### src/rtl/i2s_pkg.sv
// rtl/i2s_pkg.sv - shared FSM encoding, default widths and counter sizing for the I2S receive framer
package i2s_pkg;

    typedef enum logic [1:0] {
        ST_IDLE  = 2'd0,
        ST_HUNT  = 2'd1,
        ST_LEFT  = 2'd2,
        ST_RIGHT = 2'd3
    } i2s_state_t;

    localparam int DATA_W_DEF   = 24;
    localparam int SLOT_MAX_DEF = 32;

    // The bit counter must be able to hold SLOT_MAX+1 so an over-long slot is observable.
    function automatic int cnt_width(input int slot_max);
        return $clog2(slot_max + 2);
    endfunction

endpackage

### src/rtl/i2s_shift_in.sv
// rtl/i2s_shift_in.sv - MSB-first serial capture with saturating bit count and left-aligned word output
module i2s_shift_in
    import i2s_pkg::*;
#(
    parameter int DATA_W   = DATA_W_DEF,
    parameter int SLOT_MAX = SLOT_MAX_DEF,
    parameter int CNT_W    = cnt_width(SLOT_MAX)
) (
    input  logic              clk_i,
    input  logic              rst_ni,
    input  logic              clear_i,
    input  logic              shift_i,
    input  logic              restart_i,
    input  logic              sd_i,
    output logic [DATA_W-1:0] word_o,
    output logic [CNT_W-1:0]  cnt_o,
    output logic [CNT_W-1:0]  cnt_nxt_o
);

    localparam logic [CNT_W-1:0] DW_C  = CNT_W'(DATA_W);
    localparam logic [CNT_W-1:0] SAT_C = CNT_W'(SLOT_MAX + 1);

    logic [DATA_W-1:0] sr_q;
    logic [DATA_W-1:0] sr_nxt;
    logic [CNT_W-1:0]  cnt_q;
    logic [CNT_W-1:0]  cnt_nxt;
    logic [CNT_W-1:0]  pad;

    // Word as it stands including the bit on sd_i now, so a boundary rise sees its own last bit.
    always_comb begin
        sr_nxt  = sr_q;
        if (cnt_q < DW_C) begin
            sr_nxt = {sr_q[DATA_W-2:0], sd_i};
        end
        cnt_nxt = (cnt_q == SAT_C) ? cnt_q : cnt_q + CNT_W'(1);
        pad     = (cnt_nxt >= DW_C) ? '0 : DW_C - cnt_nxt;
        word_o  = sr_nxt << pad;
    end

    // Capture registers; a restart discards the slot just completed after it was read out.
    always_ff @(posedge clk_i) begin
        if (!rst_ni || clear_i) begin
            sr_q  <= '0;
            cnt_q <= '0;
        end else if (shift_i) begin
            if (restart_i) begin
                sr_q  <= '0;
                cnt_q <= '0;
            end else begin
                sr_q  <= sr_nxt;
                cnt_q <= cnt_nxt;
            end
        end
    end

    assign cnt_o     = cnt_q;
    assign cnt_nxt_o = cnt_nxt;

endmodule

### src/rtl/i2s_rx_framer.sv
// rtl/i2s_rx_framer.sv - I2S receive framer FSM, left latch and pair handshake; I2S_RX_OVERRUN_CNT_EN adds overrun_cnt_o
module i2s_rx_framer
    import i2s_pkg::*;
#(
    parameter int DATA_W   = DATA_W_DEF,
    parameter int SLOT_MAX = SLOT_MAX_DEF
) (
    input  logic              clk_i,
    input  logic              rst_ni,
    input  logic              en_i,
    input  logic              sck_rise_i,
    input  logic              ws_i,
    input  logic              sd_i,
    output logic [DATA_W-1:0] left_o,
    output logic [DATA_W-1:0] right_o,
    output logic              valid_o,
    input  logic              ready_i,
    output logic              locked_o,
    output logic              overrun_o,
    output logic              slot_err_o
`ifdef I2S_RX_OVERRUN_CNT_EN
    ,
    output logic [7:0]        overrun_cnt_o
`endif
);

    localparam int               CNT_W    = cnt_width(SLOT_MAX);
    localparam logic [CNT_W-1:0] SLOT_LIM = CNT_W'(SLOT_MAX);

    i2s_state_t        state_q;
    i2s_state_t        state_d;
    logic              ws_q;
    logic              boundary;
    logic              in_frame;
    logic              shift;
    logic              err_now;
    logic              left_done;
    logic              pair_load;
    logic              overrun_evt;
    logic [DATA_W-1:0] word;
    logic [DATA_W-1:0] left_lat;
    logic [CNT_W-1:0]  cnt;
    logic [CNT_W-1:0]  cnt_nxt;

    assign boundary    = sck_rise_i && (ws_i != ws_q);
    assign in_frame    = (state_q == ST_LEFT) || (state_q == ST_RIGHT);
    assign shift       = sck_rise_i && in_frame && en_i;
    assign err_now     = shift && ((boundary && (cnt == '0)) || (cnt_nxt > SLOT_LIM));
    assign left_done   = shift && boundary && !err_now && (state_q == ST_LEFT);
    assign pair_load   = shift && boundary && !err_now && (state_q == ST_RIGHT);
    assign overrun_evt = pair_load && valid_o && !ready_i;
    assign locked_o    = in_frame;

    i2s_shift_in #(
        .DATA_W   (DATA_W),
        .SLOT_MAX (SLOT_MAX),
        .CNT_W    (CNT_W)
    ) u_shift_in (
        .clk_i     (clk_i),
        .rst_ni    (rst_ni),
        .clear_i   (!en_i || !in_frame),
        .shift_i   (shift),
        .restart_i (boundary),
        .sd_i      (sd_i),
        .word_o    (word),
        .cnt_o     (cnt),
        .cnt_nxt_o (cnt_nxt)
    );

    // WS history for boundary detection, tracked on every rise regardless of state.
    always_ff @(posedge clk_i) begin
        if (!rst_ni) begin
            ws_q <= 1'b0;
        end else if (sck_rise_i) begin
            ws_q <= ws_i;
        end
    end

    // FSM state register.
    always_ff @(posedge clk_i) begin
        if (!rst_ni) begin
            state_q <= ST_IDLE;
        end else begin
            state_q <= state_d;
        end
    end

    // Next state: align on a right-to-left boundary, then alternate until a slot error.
    always_comb begin
        state_d = state_q;
        if (!en_i) begin
            state_d = ST_IDLE;
        end else begin
            case (state_q)
                ST_IDLE:  state_d = ST_HUNT;
                ST_HUNT:  if (boundary && !ws_i) state_d = ST_LEFT;
                ST_LEFT:  if (err_now) state_d = ST_HUNT;
                          else if (left_done) state_d = ST_RIGHT;
                ST_RIGHT: if (err_now) state_d = ST_HUNT;
                          else if (pair_load) state_d = ST_LEFT;
                default:  state_d = ST_IDLE;
            endcase
        end
    end

    // Left latch, held pair, valid/ready handshake and the registered event pulses.
    always_ff @(posedge clk_i) begin
        if (!rst_ni || !en_i) begin
            left_lat   <= '0;
            left_o     <= '0;
            right_o    <= '0;
            valid_o    <= 1'b0;
            overrun_o  <= 1'b0;
            slot_err_o <= 1'b0;
        end else begin
            slot_err_o <= err_now;
            overrun_o  <= overrun_evt;
            if (left_done) begin
                left_lat <= word;
            end
            if (pair_load) begin
                left_o  <= left_lat;
                right_o <= word;
                valid_o <= 1'b1;
            end else if (valid_o && ready_i) begin
                valid_o <= 1'b0;
            end
        end
    end

`ifdef I2S_RX_OVERRUN_CNT_EN
    logic [7:0] ovr_cnt_q;

    // Saturating count of overwritten pairs.
    always_ff @(posedge clk_i) begin
        if (!rst_ni || !en_i) begin
            ovr_cnt_q <= 8'd0;
        end else if (overrun_evt && (ovr_cnt_q != 8'hFF)) begin
            ovr_cnt_q <= ovr_cnt_q + 8'd1;
        end
    end

    assign overrun_cnt_o = ovr_cnt_q;
`endif

endmodule

### config.mk
export PLATFORM = sky130hd
export DESIGN_NAME = i2s_rx_framer
export DESIGN_NICKNAME = d
export VERILOG_FILES = /design/src/rtl/i2s_pkg.sv /design/src/rtl/i2s_shift_in.sv /design/src/rtl/i2s_rx_framer.sv
export SDC_FILE = /design/constraint.sdc
export NUM_CORES = 1
export LEC_CHECK = 0
export CAP_MARGIN = 20
export CORE_MARGIN = 5
export CORE_UTILIZATION = 30
export CTS_CLUSTER_DIAMETER = 50
export DETAILED_ROUTE_END_ITERATION = 8
export PLACE_DENSITY_LB_ADDON = 0.15
export RECOVER_POWER = 50
export SYNTH_ARGS = -nofsm -noshare
export SYNTH_HDL_FRONTEND = slang
export SYNTH_SLANG_ARGS = --single-unit
### constraint.sdc
create_clock -name clk_i -period 5.7 [get_ports clk_i]
set_input_delay 1.71 -clock clk_i [delete_from_list [all_inputs] [get_ports clk_i]]
set_output_delay 1.71 -clock clk_i [all_outputs]
set_load 0.005 [all_outputs]
### Word-level counts from Yosys, hierarchy flattened

Cells that the tools add are included.

* word-level logic and storage cells: 66
* register bits after elaboration: 108

* equality and inequality tests: 8
* add/sub/neg operators: 2
* reductions and logical operators: 29
* order comparisons: 3
* shift-type cells: 1
* multiplexer cells: 13

Operator list (count)
* 2-to-1 mux 24 bit: 2
* left shift 24 x 6 -> 24 bit: 1
* 2-to-1 mux 6 bit: 3
* logical AND 1 bit: 13
* 2-to-1 mux 2 bit: 5
* case mux 2 bit (4 select lines): 1
* adder 6 x 1 -> 6 bit (second input constant): 1
* equality test 6 bit (second input constant): 1
* greater-or-equal comparator 6 x 5 -> 1 bit (second input constant): 1
* > comparator 6 bit (second input constant): 1
* logical NOT 1 bit: 6
* logical NOT 6 bit: 1
* < comparator 6 x 5 -> 1 bit (second input constant): 1
* != test 3 bit (second input constant): 2
* subtractor 5 x 6 -> 6 bit (first input constant): 1
* logical OR 1 bit: 5
* equality test 2 bit (second input constant): 2
* AND reduction 3 bit: 1
* equality test 2 x 1 -> 1 bit (second input constant): 1
* logical NOT 2 bit: 1
* 2-to-1 mux 1 bit: 2
* != test 2 bit (second input constant): 1
* AND reduction 2 bit: 1
* nonzero test 2 bit: 1
* != test 1 bit: 1

### Longest topological paths before layout

Gate-level depths: netlist of the first run.

* word-level depth: 11
* mapped depth: 15
* mapped depth without buffers: 14

### By module

From an unflattened synthesis of the first run, not the netlist that was laid out.

* cells, all modules: 715
* area, all modules: 6203.4 um2

By module, submodules not included
* i2s_shift_in: area an instance 3113.0 um2, times used 1, cells an instance 405, seq. area each 600.6 um2
* i2s_rx_framer: area an instance 3090.5 um2, times used 1, cells an instance 310, seq. area each 1561.5 um2

### Worst setup path after synthesis of the first run

Ideal clock, no wire load.

* path kind: input to register
* from: input port ws_i
* to: register right_o[13]
* data arrival time: 3.317 ns
* slack: 2.266 ns
* library setup time: 0.117 ns
* buffers on the path: 3
* stages on the path: 8
* cells stage by stage: clkbuf_1 xor2_1 and2_1 o2111ai_1 or2_2 clkbuf_1 clkbuf_1 a32o_1

* cells in the longest elaborated chain, start to end: 8
* elaborated cells on any way between the ends: 9

Ends and longest elaborated chain
* start: declaration: RTL line i2s_rx_framer.sv:12 `input logic ws_i,`
* != test 1 bit (*): RTL line i2s_rx_framer.sv:45 `assign boundary = sck_rise_i && (ws_i != ws_q);`
* logical AND 1 bit (*): RTL line i2s_rx_framer.sv:45
* logical AND 1 bit: RTL line i2s_rx_framer.sv:48 `assign err_now = shift && ((boundary && (cnt == '0)) || (cnt_nxt > SLOT_LIM));`
* logical OR 1 bit: RTL line i2s_rx_framer.sv:48
* logical AND 1 bit: RTL line i2s_rx_framer.sv:48
* logical NOT 1 bit: RTL line i2s_rx_framer.sv:50 `assign pair_load = shift && boundary && !err_now && (state_q == ST_RIGHT);`
* logical AND 1 bit (*) (2 in series): RTL line i2s_rx_framer.sv:50
* end signal: assignment: RTL line i2s_rx_framer.sv:123 `right_o <= word;`
* end: declaration: RTL line i2s_rx_framer.sv:15 `output logic [DATA_W-1:0] right_o,`

Mark *: on every way between the ends. The rest lies on a longest branch, timed or not.
A chain may end at the register's enable or synchronous reset.

### Worst setup path after layout of the first run

* from: input port en_i
* to: register u_shift_in.sr_q[7]

* cells in the longest elaborated chain, start to end: 3
* elaborated cells on any way between the ends: 4

Ends and longest elaborated chain
* start: declaration: RTL line i2s_rx_framer.sv:10 `input logic en_i,`
* logical NOT 1 bit: RTL line i2s_rx_framer.sv:61 `.clear_i (!en_i || !in_frame),`
* logical OR 1 bit: RTL line i2s_rx_framer.sv:61
* logical OR 1 bit: RTL line i2s_shift_in.sv:42 `if (!rst_ni || clear_i) begin`
* end signal: assignment: RTL line i2s_shift_in.sv:50 `sr_q <= sr_nxt;`
* end: declaration: RTL line i2s_shift_in.sv:23 `logic [DATA_W-1:0] sr_q;`

Parallel ways exist; a longest one is shown, timed or not.

==> impl_results.md, run 1 <==
- CTS Sinks: 108
- Sequential area share after synthesis: 35.2%
- Yosys top cell area share: 35.2%
- RD Place Congestion: 0.861
- Post-DP HPWL: 14100 um
- Final Setup Violations: 0
- Largest cells by area after synthesis: dfxtp_1 (35%), nand2_1 (6.7%), a21oi_1 (5.0%), a22oi_1 (4.4%), nand3_1 (4.2%)
- Synth unique cells: 79
- Initial Util: 30.4%
- Hold slack: 0.452 ns
- Post-CTS Repair Setup Buffers: 0
- Worst Path Max Fanout: 35
- Multiplexer share of the synthesized area: 5.09%
- Layout Nets: 803
- Fill cells: 2113
- Cell Pwr Density: 201 mW/mm2
- Total CTS buffers: 9
- Worst Max-Slew Pin Slew: 1.44 ns
- Post-Synth Simple-Gate Area: 23.0%
- Worst setup EP type: register
- First-pass GRT wire length: 31200 um
- CP Launch Type: input pin
- Switching share of power: 24.5%
- Worst Hold Class: reg -> reg
- Die H: 153 um
- CTS Root Cell: clkbuf_16
- Io pins: 59
- Grt total ovfl: 0
- Flop pwr share: 52.9%
- Syn Nets: 793
- Final Hold Fails: 0
- Slew Limit Headroom: 4.31%
- Number of routed nets with antenna violations: 0
- DP Cell Count: 1051
- P_int: 1.08 mW
- Logic pwr share: 1.7%
- NetSw: 0.350 mW
- Clock Power Share: 45.4%
- Worst vdd ir: 122 uV
- Top_reg_cell synth: dfxtp_1
- Synth area leader: dfxtp_1
- Area of the multi-input gates: 0.00365 mm2
- Post-Synth XOR/XNOR Area: 0.999%
- Initial DRC count: 447
- Post-synth top cells: nand2_1 (109), dfxtp_1 (108), nor2_1 (65), a21oi_1 (61), nand3_1 (51)
- # resized after CTS: 0
- # hold bufs at CTS: 0
- Clock tree buffer depth: 2
- Post-Syn Area: 0.00614 mm2
- CTS tree: built
- Worst reg2reg path depth: 13
- Unrepaired setup endpoints after global routing: no
- Synth Area in Adders: 0.815%
- Via density: 5.61
- Register area: 0.00216 mm2
- Initial antenna violation count: 0
- Req. time, crit path: 5.98 ns
- CP arrival: 4.87 ns
- DR WL/cell: 18.1 um
- TNS Setup: 0 ns
- FFs w/ async S/R, synth: 0%
- Antenna diodes: 0
- Drt drc: 0
- IO buf count: 58
- Final Skew: 0.0103 ns
- Count leader, synth: nand2_1
- Fin. max-slew vios: 0
- Crit Path Category: in -> reg
- Synth warn: 0
- Max-cap violation count: 0
- Largest net degree at the start of global routing: 50
- Die Wd: 153 um
- Post-synthesis register bit count: 108
- FMAX: 0.218 GHz
- Outcome: completed
- Die footprint: 0.0234 mm2
- Share of cells above drive strength 1: 7.53%
- Place WS: 1.42 ns
- DRT Pass-1 Iters: 8
- Min Clock Period, post-route: 4.59 ns
- Final Cycle Share: 80.5%
- Insertion delay to the later sink of the worst-skew pair: 0.37 ns
- Core area: 0.0202 mm2
- Main combinational cell family by area after synthesis: compound AO/OA/AOI/OAI gates
- Gate Count Post-Synth: 782
- Layout area overhead: 16.0%
- Syn_area_per_cell: 7.85 um2
- Routed WL: 19300 um
- Synth Area in Compound Gates: 29.3%
- Number of flops mapped to enable cells by yosys: 0
- GRT Resource Usage Total: 16.2%
- Clk slew on worst S/H paths: 0.09 ns
- Via count: 5981
- Vias in the first global route: 5607
- H-tree depth: 3
- Leakage: 2.45 nW
- Row count: 52
- Setup WS post-layout: 1.11 ns
- Final Instance Count excl. Fillers: 1067
- Hold path cells: 2
[metal layers]
metal | up-vias | GRT usage (%) | routed length [um]
li1 | 2912 | - | -
met1 | 2842 | 21.9 | 8900
met2 | 193 | 25.5 | 8780
met3 | 34 | 3.51 | 1090
met4 | 0 | 5.81 | 528
met5 | - | 0 | 0
[state kept, by name, summed over array words and instances (netlist names)]
name / count
left_lat: 24
left_o: 24
right_o: 24
u_shift_in.sr_q: 24
u_shift_in.cnt_o: 6
state_q: 2
overrun_o: 1
slot_err_o: 1
valid_o: 1
ws_q: 1
[cells in the final DEF (no fill, tap or decap), types with 6 or more instances in the layout]
master,netlist,layout
and3_1,7,7
dfxtp_1,108,108
a32oi_1,9,9
dlygate4sd3_1,0,55
o21ai_0,49,48
a31oi_1,24,24
a21oi_1,61,61
a22oi_1,36,36
inv_1,7,7
buf_4,3,7
o31ai_1,6,6
a311oi_1,7,7
nand4_1,6,6
o2111ai_1,6,6
clkbuf_16,0,9
o21ai_1,10,11
nor3_1,16,16
nand2_1,109,109
mux2i_1,20,20
nand3_1,51,51
nor2_1,65,64
and2_1,12,11
[critical path: stages]
cell	delay, ns
dlygate4sd3_1	0.65
and2_1	0.16
clkbuf_1	1.04
nand2_1	1.00
nor2_1	0.29
[per-stage QoR]
| step | power (mW) | utilization, % | area [um2] |
|---|---|---|---|
| floorplan | 0.789 | - | 6140 |
| global placement | 0.798 | 33.8 | 6810 |
| detailed placement | 0.799 | 33.8 | 6810 |
| CTS | 1.45 | 35.3 | 7130 |
| global route | 1.48 | 35.3 | 7120 |
| finish | 1.43 | 35.3 | 7120 |
[final timing paths]
kind | start | endpoint | slack (ns)
worst max-delay path | en_i | u_shift_in.sr_q[7] | 1.11
worst min-delay path | left_o[6] | left_o[6] | 0.45
worst max register to register | u_shift_in.cnt_o[0] | right_o[16] | 1.40
worst min register to register | left_o[6] | left_o[6] | 0.45
[final cells by class]
cell class / count / share of cell area (%)
Clock buffer: 9 / 3.16
Clock inverter: 7 / 1.25
Inverter: 7 / 0.369
Multi-Input combinational cell: 600 / 51.2
Sequential cell: 108 / 30.3
Tap cell: 270 / 4.74
Timing Repair Buffer: 66 / 8.94
[kinds of logic (layout without fill, tap and decap cells)]
| kind of cell | Yosys count | after routing |
|---|---|---|
| xor gates and xnor gates | 7 | 7 |
| buffers and inverters | 74 | 89 |
| DFF | 108 | 108 |
| adders and majority gates | 4 | 4 |
| and+or+nand+nor | 300 | 300 |
| muxes | 27 | 27 |
| AOI/OAI and AO/OA | 262 | 262 |
[power groups by stage]
stage                     combinational, mW  sequential, mW  clock, mW
after floorplan                      0.0161           0.773          0
after global placement               0.0249           0.774          0
after detailed placement             0.0255           0.774          0
after CTS                            0.0256           0.756      0.669
after global routing                 0.0275           0.756      0.700
final                                0.0250           0.756      0.649
Power figures use the tool's default switching activity.
==> inputs of run 2 (changes only) <==
Clock period 5.7 ns to 4.4 ns, I/O delays scaled along.
==> impl_results.md, run 2 (synthesized netlist as in run 1, its figures left out) <==
- Post-CTS Repair Setup Buffers: 0 (unchanged)
- Worst Path Max Fanout: 19 (was 35)
- RR Startpoint: u_shift_in.cnt_o[0] (unchanged)
- Met2 Track Usage GR: 26.0% (was 25.5%)
- H-tree depth: 3 (unchanged)
- Share of cells above drive strength 1: 9.78% (was 7.53%)
- Cell Pwr Density: 254 mW/mm2 (was 201 mW/mm2)
- Initial DRC count: 451 (was 447)
- Hold_sp: left_lat[20] (was left_o[6])
- Layout area overhead: 18.4% (was 16.0%)
- Vias in the first global route: 5527 (was 5607)
- Insertion delay to the later sink of the worst-skew pair: 0.37 ns (about the same)
- P_int: 1.40 mW (was 1.08 mW)
- Fin. max-slew vios: 0 (unchanged)
- Min Clock Period, post-route: 3.88 ns
- Reg2reg end: right_o[14] (was right_o[16])
- Min-Delay Endpoint: left_o[20] (was left_o[6])
- Slew Limit Headroom: 34.9% (was 4.31%)
- CTS tree: built (unchanged)
- CP arrival: 4.12 ns (was 4.87 ns)
- # hold bufs at CTS: 0 (unchanged)
- Clock Power Share: 45.2% (was 45.4%)
- CTS Root Cell: clkbuf_16 (unchanged)
- Logic pwr share: 1.8% (was 1.7%)
- Met1 usage: 23.7% (was 21.9%)
- Initial Util: 30.4% (unchanged)
- Crit Path Category: reg -> reg (was in -> reg)
- Worst Max-Slew Pin Slew: 0.977 ns (was 1.44 ns)
- Antenna diodes: 0 (unchanged)
- Req. time, crit path: 4.64 ns (was 5.98 ns)
- Layout Nets: 824 (was 803)
- Number of routed nets with antenna violations: 0 (unchanged)
- RD Place Congestion: 0.920 (was 0.861)
- Drt drc: 0 (unchanged)
- Die Wd: 153 um (unchanged)
- CP Launch Type: register (was input pin)
- TNS Setup: 0 ns (unchanged)
- Clock tree buffer depth: 2 (unchanged)
- Row count: 52 (unchanged)
- DP Cell Count: 1072 (was 1051)
- Top Usage Layer GRT: met2 (unchanged)
- Largest net degree at the start of global routing: 43 (was 50)
- Grt total ovfl: 0 (unchanged)
- Clk slew on worst S/H paths: 0.09 ns (about the same)
- Met3 Resource Use GR: 2.97% (was 3.51%)
- Hold path cells: 2 (unchanged)
- Via count: 6077 (was 5981)
- Place WS: 0.580 ns (was 1.42 ns)
- Initial antenna violation count: 0 (unchanged)
- Via density: 5.59 (was 5.61)
- Io pins: 59 (unchanged)
- Flop pwr share: 53.0% (was 52.9%)
- Leading cell type in the layout, fill and taps excluded: nand2_1 (unchanged)
- Routed WL: 20100 um (was 19300 um)
- Design Area, Final: 0.00727 mm2 (was 0.00712 mm2)
- Core area: 0.0202 mm2 (unchanged)
- Max-cap violation count: 0 (unchanged)
- Leakage: 2.55 nW (was 2.45 nW)
- CTS Sinks: 108 (unchanged)
- Worst Hold Class: reg -> reg (unchanged)
- Unrepaired setup endpoints after global routing: no (unchanged)
- DR WL/cell: 18.5 um (was 18.1 um)
- Final Setup Violations: 0 (unchanged)
- Final Instance Count excl. Fillers: 1088 (was 1067)
- Final Cycle Share: 88.2%
- Post-DP HPWL: 15100 um (was 14100 um)
- Cell Area, Placed: 0.00697 mm2 (was 0.00681 mm2)
- Worst setup EP type: register (unchanged)
- Die H: 153 um (unchanged)
- Total CTS buffers: 9 (unchanged)
- First-pass GRT wire length: 31800 um (was 31200 um)
- R2R Setup Slk: 0.52 ns (was 1.40 ns)
- # resized after CTS: 0 (unchanged)
- DRT Pass-1 Iters: 5 (was 8)
- Switching share of power: 24.4% (was 24.5%)
- Die footprint: 0.0234 mm2 (unchanged)
- Worst reg2reg path depth: 9 (was 13)
- FMAX: 0.258 GHz
- IO buf count: 58 (unchanged)
- Setup WS post-layout: 0.519 ns (was 1.11 ns)
- PnR Total Power: 1.85 mW (was 1.43 mW)
- GRT Resource Usage Total: 16.7% (was 16.2%)
- Commonest cells after routing, fill and taps aside: nand2_1 (109), dfxtp_1 (108), nor2_1 (64), a21oi_1 (61), dlygate4sd3_1 (53) (was nand2_1 (109), dfxtp_1 (108), nor2_1 (64), a21oi_1 (61), dlygate4sd3_1 (55))
- Worst vdd ir: 159 uV (was 122 uV)
- Outcome: completed (unchanged)
- Final Hold Fails: 0 (unchanged)
- Final Skew: 0.0145 ns (was 0.0103 ns)
- NetSw: 0.450 mW (was 0.350 mW)
## run 2: how the worst max path moves through the flow
stage	from	endpoint	slack [ns]	cells past startpoint
2_1_floorplan	u_shift_in.cnt_o[0]	right_o[13]	1.35	14
3_3_place_gp	u_shift_in.cnt_o[0]	right_o[14]	0.58	9
3_5_place_dp	ws_i	right_o[4]	0.58	8
4_1_cts	u_shift_in.cnt_o[0]	right_o[14]	0.58	9
5_1_grt	u_shift_in.cnt_o[0]	right_o[5]	0.30	12
6_report	u_shift_in.cnt_o[0]	right_o[14]	0.52	9
## run 2: metal layers
metal	part of all wire, %	vias to the layer above
li1	-	2949
met1	48	2928
met2	45	182
met3	5.3	18
met4	1.5	0
met5	0	-
## run 2: power by group through the flow
stage / clock [mW] / sequential (mW) / combinational (mW)
2_1_floorplan: 0 / 1.00 / 0.0209
3_3_place_gp: 0 / 1.00 / 0.0326
3_5_place_dp: 0 / 1.00 / 0.0335
4_1_cts: 0.859 / 0.979 / 0.0337
5_1_grt: 0.899 / 0.979 / 0.0367
6_report: 0.835 / 0.979 / 0.0333
## run 2: layout make-up
| type | count | area, um2 |
|---|---|---|
| clock buffers | 9 | 225 |
| clock inverters | 7 | 81.3 |
| fillers | 2161 | 12900 |
| inverters | 7 | 26.3 |
| multi-input cells | 600 | 3650 |
| flip-flops and latches | 108 | 2160 |
| well taps | 270 | 338 |
| repair buffers | 87 | 791 |
## run 2: metrics by stage
step	hold slack [ns]	utilization [%]
3_5_place_dp	0.447	34.6
3_3_place_gp	0.445	34.6
2_1_floorplan	0.429	-
5_1_grt	0.457	36.0
4_1_cts	0.451	36.1
6_report	0.449	36.0
## run 2: worst max-delay path, stage by stage (launching register included)
cell	delay, ns
dfxtp_1	0.53
ha_1	0.43
and3b_1	0.29
o21ai_2	0.11
a21boi_2	0.71
nor2_4	0.24
a311oi_1	0.73
a22oi_2	0.18
mux2i_1	0.43
o31ai_1	0.10
==> inputs of run 3 (changes only) <==
Settings changed: CTS_BUF_LIST from default to sky130_fd_sc_hd__clkbuf_8, GPL_ROUTABILITY_DRIVEN from default to 0.
Clock period 4.4 ns to 5 ns, I/O delays scaled along.
==> impl_results.md, run 3 (synthesized netlist as in run 1, its figures left out) <==
- Outcome: completed (unchanged)
- Largest stage delay, worst path: 1.06 ns (was 0.73 ns)
- IO buf count: 58 (unchanged)
- Area of the multi-input gates: 0.00365 mm2 (unchanged)
- DR WL/cell: 17.9 um (was 18.5 um)
- Slowest-stage cell, CP: clkbuf_1 (was a311oi_1)
- Layout area overhead: 15.1% (was 18.4%)
- TNS Setup: 0 ns (unchanged)
- Req. time, crit path: 5.31 ns (was 4.64 ns)
- Fill cells: 2158 (was 2161)
- Routed WL: 19200 um (was 20100 um)
- Layout Nets: 808 (was 824)
- Via count: 6005 (was 6077)
- Reg2reg end: left_lat[10] (was right_o[14])
- Worst Hold Class: reg -> reg (unchanged)
- Die Wd: 153 um (unchanged)
- Clock tree buffer depth: 2 (unchanged)
- GRT Resource Usage Total: 15.9% (was 16.7%)
- Min Clock Period, post-route: 4.33 ns
- Core area: 0.0202 mm2 (unchanged)
- Worst setup EP type: register (unchanged)
- Leakage: 2.43 nW (was 2.55 nW)
- NetSw: 0.362 mW (was 0.450 mW)
- Post-CTS Repair Setup Buffers: 0 (unchanged)
- Flop pwr share: 58.3% (was 53.0%)
- Post-DP HPWL: 14200 um (was 15100 um)
- Vias in the first global route: 5585 (was 5527)
- CTS Sinks: 108 (unchanged)
- Final Cycle Share: 86.6%
- Clock Power Share: 39.8% (was 45.2%)
- Crit. Startpoint: en_i (was u_shift_in.cnt_o[0])
- Worst Setup EP: u_shift_in.sr_q[5] (was right_o[14])
- Drt drc: 0 (unchanged)
- Die footprint: 0.0234 mm2 (unchanged)
- Final Hold Fails: 0 (unchanged)
- Clk slew on worst S/H paths: 0.10 ns (was 0.09 ns)
- CP arrival: 4.64 ns (was 4.12 ns)
- Commonest cells after routing, fill and taps aside: nand2_1 (109), dfxtp_1 (108), nor2_1 (64), a21oi_1 (61), dlygate4sd3_1 (54) (was nand2_1 (109), dfxtp_1 (108), nor2_1 (64), a21oi_1 (61), dlygate4sd3_1 (53))
- Row count: 52 (unchanged)
- DRT Pass-1 Iters: 6 (was 5)
- CP Launch Type: input pin (was register)
- Total CTS buffers: 9 (unchanged)
- Cell Pwr Density: 209 mW/mm2 (was 254 mW/mm2)
- P_int: 1.12 mW (was 1.40 mW)
- Number of routed nets with antenna violations: 0 (unchanged)
- Critical path cell sequence: dlygate4sd3_1, and2_1, clkbuf_1, nand2_1, nor2_1 (was ha_1, and3b_1, o21ai_2, a21boi_2, nor2_4, a311oi_1, a22oi_2, mux2i_1, o31ai_1)
- Antenna diodes: 0 (unchanged)
- Share of cells above drive strength 1: 8.10% (was 9.78%)
- PnR Total Power: 1.48 mW (was 1.85 mW)
- H-tree depth: 3 (unchanged)
- Logic pwr share: 2.0% (was 1.8%)
- Slew Limit Headroom: 1.58% (was 34.9%)
- CTS Root Cell: clkbuf_8 (was clkbuf_16)
- Via density: 5.60 (was 5.59)
- Io pins: 59 (unchanged)
- Fin. max-slew vios: 0 (unchanged)
- # hold bufs at CTS: 0 (unchanged)
- Max-cap violation count: 0 (unchanged)
- Final Setup Violations: 0 (unchanged)
- Initial Util: 30.4% (unchanged)
- Crit Path Category: in -> reg (was reg -> reg)
- Unrepaired setup endpoints after global routing: no (unchanged)
- Final Skew: 0.0160 ns (was 0.0145 ns)
- Worst Path Max Fanout: 35 (was 19)
- FMAX: 0.231 GHz
- Largest net degree at the start of global routing: 43 (unchanged)
- Die H: 153 um (unchanged)
- Leading cell type in the layout, fill and taps excluded: nand2_1 (unchanged)
- Grt total ovfl: 0 (unchanged)
- First-pass GRT wire length: 30800 um (was 31800 um)
- R2R Setup Slk: 0.95 ns (was 0.52 ns)
- # resized after CTS: 0 (unchanged)
- Worst Max-Slew Pin Slew: 1.48 ns (was 0.977 ns)
- RR Startpoint: u_shift_in.cnt_o[0] (unchanged)
- Switching share of power: 24.5% (was 24.4%)
- Worst vdd ir: 115 uV (was 159 uV)
- CTS tree: built (unchanged)
- Initial DRC count: 551 (was 451)
- Worst reg2reg path depth: 12 (was 9)
- Register area: 0.00216 mm2 (unchanged)
- Initial antenna violation count: 0 (unchanged)
- Insertion delay to the later sink of the worst-skew pair: 0.40 ns (was 0.37 ns)
-- run 3: cell types whose count changed in the layout (fill, tap and decap cells not counted), sizes merged --
cell / change
buf: -15
bufinv: +1
clkbuf: -1
clkdlybuf4s50: -1
clkinv: -1
dlygate4sd3: +1
-- run 3: per-stage QoR --
stage	setup WS [ns]	std cells	util, %	hold slack, ns	area (um2)
after CTS	0.965	1072	35.1	0.462	7070
after global routing	0.398	1072	35.0	0.477	7070
final	0.669	1072	35.0	0.455	7070
after detailed placement	0.978	1056	34.0	0.445	6850
after floorplan	1.78	782	-	0.429	6140
after global placement	1.05	1056	34.0	0.444	6850
-- run 3: power groups by stage --
stage	combinational [mW]	sequential, mW	clock, mW
2_1_floorplan	0.0184	0.881	0
3_3_place_gp	0.0292	0.882	0
3_5_place_dp	0.0298	0.882	0
4_1_cts	0.0299	0.862	0.612
5_1_grt	0.0318	0.863	0.644
6_report	0.0290	0.862	0.588
-- run 3: how the worst min path moves through the flow --
stage / startpoint / end / cells past startpoint
detailed placement: left_lat[2] / left_lat[2] / 2
global placement: left_o[12] / left_o[12] / 2
global route: left_o[2] / left_o[2] / 2
finish: left_o[11] / left_o[11] / 2
CTS: left_lat[2] / left_lat[2] / 2
floorplan: left_lat[15] / left_o[15] / 2
-- run 3: cell type report --
cell class	count	share of cell area [%]
Clock buffer	9	1.75
Inverter	7	0.372
Multi-Input combinational cell	600	51.6
Tap cell	270	4.78
Timing Repair Buffer	71	9.54
Sequential cell	108	30.6
Clock inverter	7	1.38
-- run 3: worst max-delay path, delay by kind of cell --
| family | cells | cell delay [ns] |
|---|---|---|
| AND/OR/NAND/NOR | 3 | 1.44 |
| buffers and inverters | 2 | 1.68 |
-- run 3: metal layers --
layer	vias to the layer above	wire, um	track usage (%)
li1	2918	-	-
met1	2857	8830	21.5
met2	205	8770	25.3
met3	25	1160	3.00
met4	0	427	5.98
met5	-	0	0
==> patch (flow settings as in run 2) <==
Set the package constant `SLOT_MAX_DEF` to 64 (it was 32).
--- a/src/rtl/i2s_pkg.sv
+++ b/src/rtl/i2s_pkg.sv
@@ -10,5 +10,5 @@
 
     localparam int DATA_W_DEF   = 24;
-    localparam int SLOT_MAX_DEF = 32;
+    localparam int SLOT_MAX_DEF = 64;
 
     // The bit counter must be able to hold SLOT_MAX+1 so an over-long slot is observable.
Behaviour: no difference found for any inputs over 10 cycles, from zero or initial values and one cycle with rst_ni low; that may be too few to reach the edited logic, so the function may still have changed.
==> patch against run 2 <==
Synthesized area grew 0.57%; wire length grew 1.8%; worst setup slack lost 0.13 ns; combinational power grew 2%; cell area grew 1.8%; highest routed layer unchanged; power shrank 0.60%; clock skew shrank 0.0044 ns; die area grew 0.54%; maximum frequency shrank 3.2%; sequential cell count grew 1; first-iteration DRC count grew 0.67%.
==> patch: results (changes against run 2) <==
Area contributors post-synth=dfxtp_1 (35%), a21oi_1 (7.1%), nand2_1 (6.6%), nor2_1 (5.1%), a22oi_1 (4.3%); Mapped Cells=796 (+1.8%); max incr delay on CP=0.60 ns (-0.13 ns); CP arrival=4.30 ns (+0.18 ns); worst vdd ir=0.000171 V (+7.6%); R2R depth=13 (+4); cell family with most CP delay=simple AND/OR/NAND/NOR gates; total vias in the final route=6175 (+1.6%); FILL cells=2138 (-1.1%); post-synthesis sequential area ratio=0.353 (+0.00124); RePlAce Congestion=0.910 (-1.1%); DPL Wire Length=15300 um (+1.8%); Via density=5.53 (-0.94%); CP max FO=16 (-3); Cell Area, Placed=7120 sq um (+2.1%); CP Launch Point=u_shift_in.cnt_o[5]; LEAKAGE=0.00261 uW (+2.5%); syn_nets=807 (+1.8%); status=completed; first-pass GRT wire length=32500 um (+2.0%); Unique masters post-synth=83 (+5.1%); vias in the first global route=5808 (+5.1%); CP Capture Point=left_lat[20]; DRT iter0 DRCs=454 (+0.67%); commonest cells in the netlist=dfxtp_1 (109), nand2_1 (108), a21oi_1 (88), nor2_1 (84), o21ai_0 (50); placed cell count=1100 (+2.6%); Worst path slowest cell=nor3_4; Final Net Count=852 (+3.4%)
patch: routing by layer:
layer / wire length (um) / GRT usage
met1: 9970 / 0.242
met2: 9040 / 0.261
met3: 1040 / 0.0288
met4: 396 / 0.0479
met5: 0 / 0
patch: worst min path at each step:
| stage | startpoint | endpoint | slack [ns] | depth (start not counted) |
|---|---|---|---|---|
| floorplan | left_lat[10] | left_lat[10] | 0.42 | 2 |
| finish | left_lat[13] | left_o[13] | 0.45 | 2 |
| detailed placement | left_lat[0] | left_o[0] | 0.44 | 2 |
| CTS | left_lat[0] | left_o[0] | 0.46 | 2 |
| global placement | left_lat[16] | left_o[16] | 0.44 | 2 |
| global route | left_o[4] | left_o[4] | 0.47 | 2 |
patch: power breakdown:
part / switching, uW / internal (uW)
logic: 22.3 / 11.7
clock network: 414 / 400
registers: 1.09 / 986
total: 438 / 1400
patch: layout make-up:
class	instances	share of cell area
flip-flops and latches	109	0.295
clock inverters	7	0.00896
repair buffers	93	0.115
clock buffers	9	0.0304
inverters	7	0.00355
multi-input cells	621	0.502
well taps	270	0.0456
patch: per-stage QoR:
stage          hold slack, ns  utilization  setup slack (ns)  total power, uW
6_report                0.450        0.366             0.390             1840
5_1_grt                 0.471        0.366             0.101             1900
4_1_cts                 0.456        0.366             0.453             1870
3_5_place_dp            0.444        0.352             0.475             1050
3_3_place_gp            0.441        0.352             0.556             1050
2_1_floorplan           0.425            -             0.675             1030
patch: logic make-up after synthesis:
kind of cell	Yosys count	share of synthesized area
and+or+nand+nor	286	0.218
buffers and inverters	66	0.0490
DFF	109	0.353
adders and majority gates	4	0.00811
AOI/OAI and AO/OA	297	0.317
xor gates and xnor gates	8	0.0113
muxes	26	0.0436
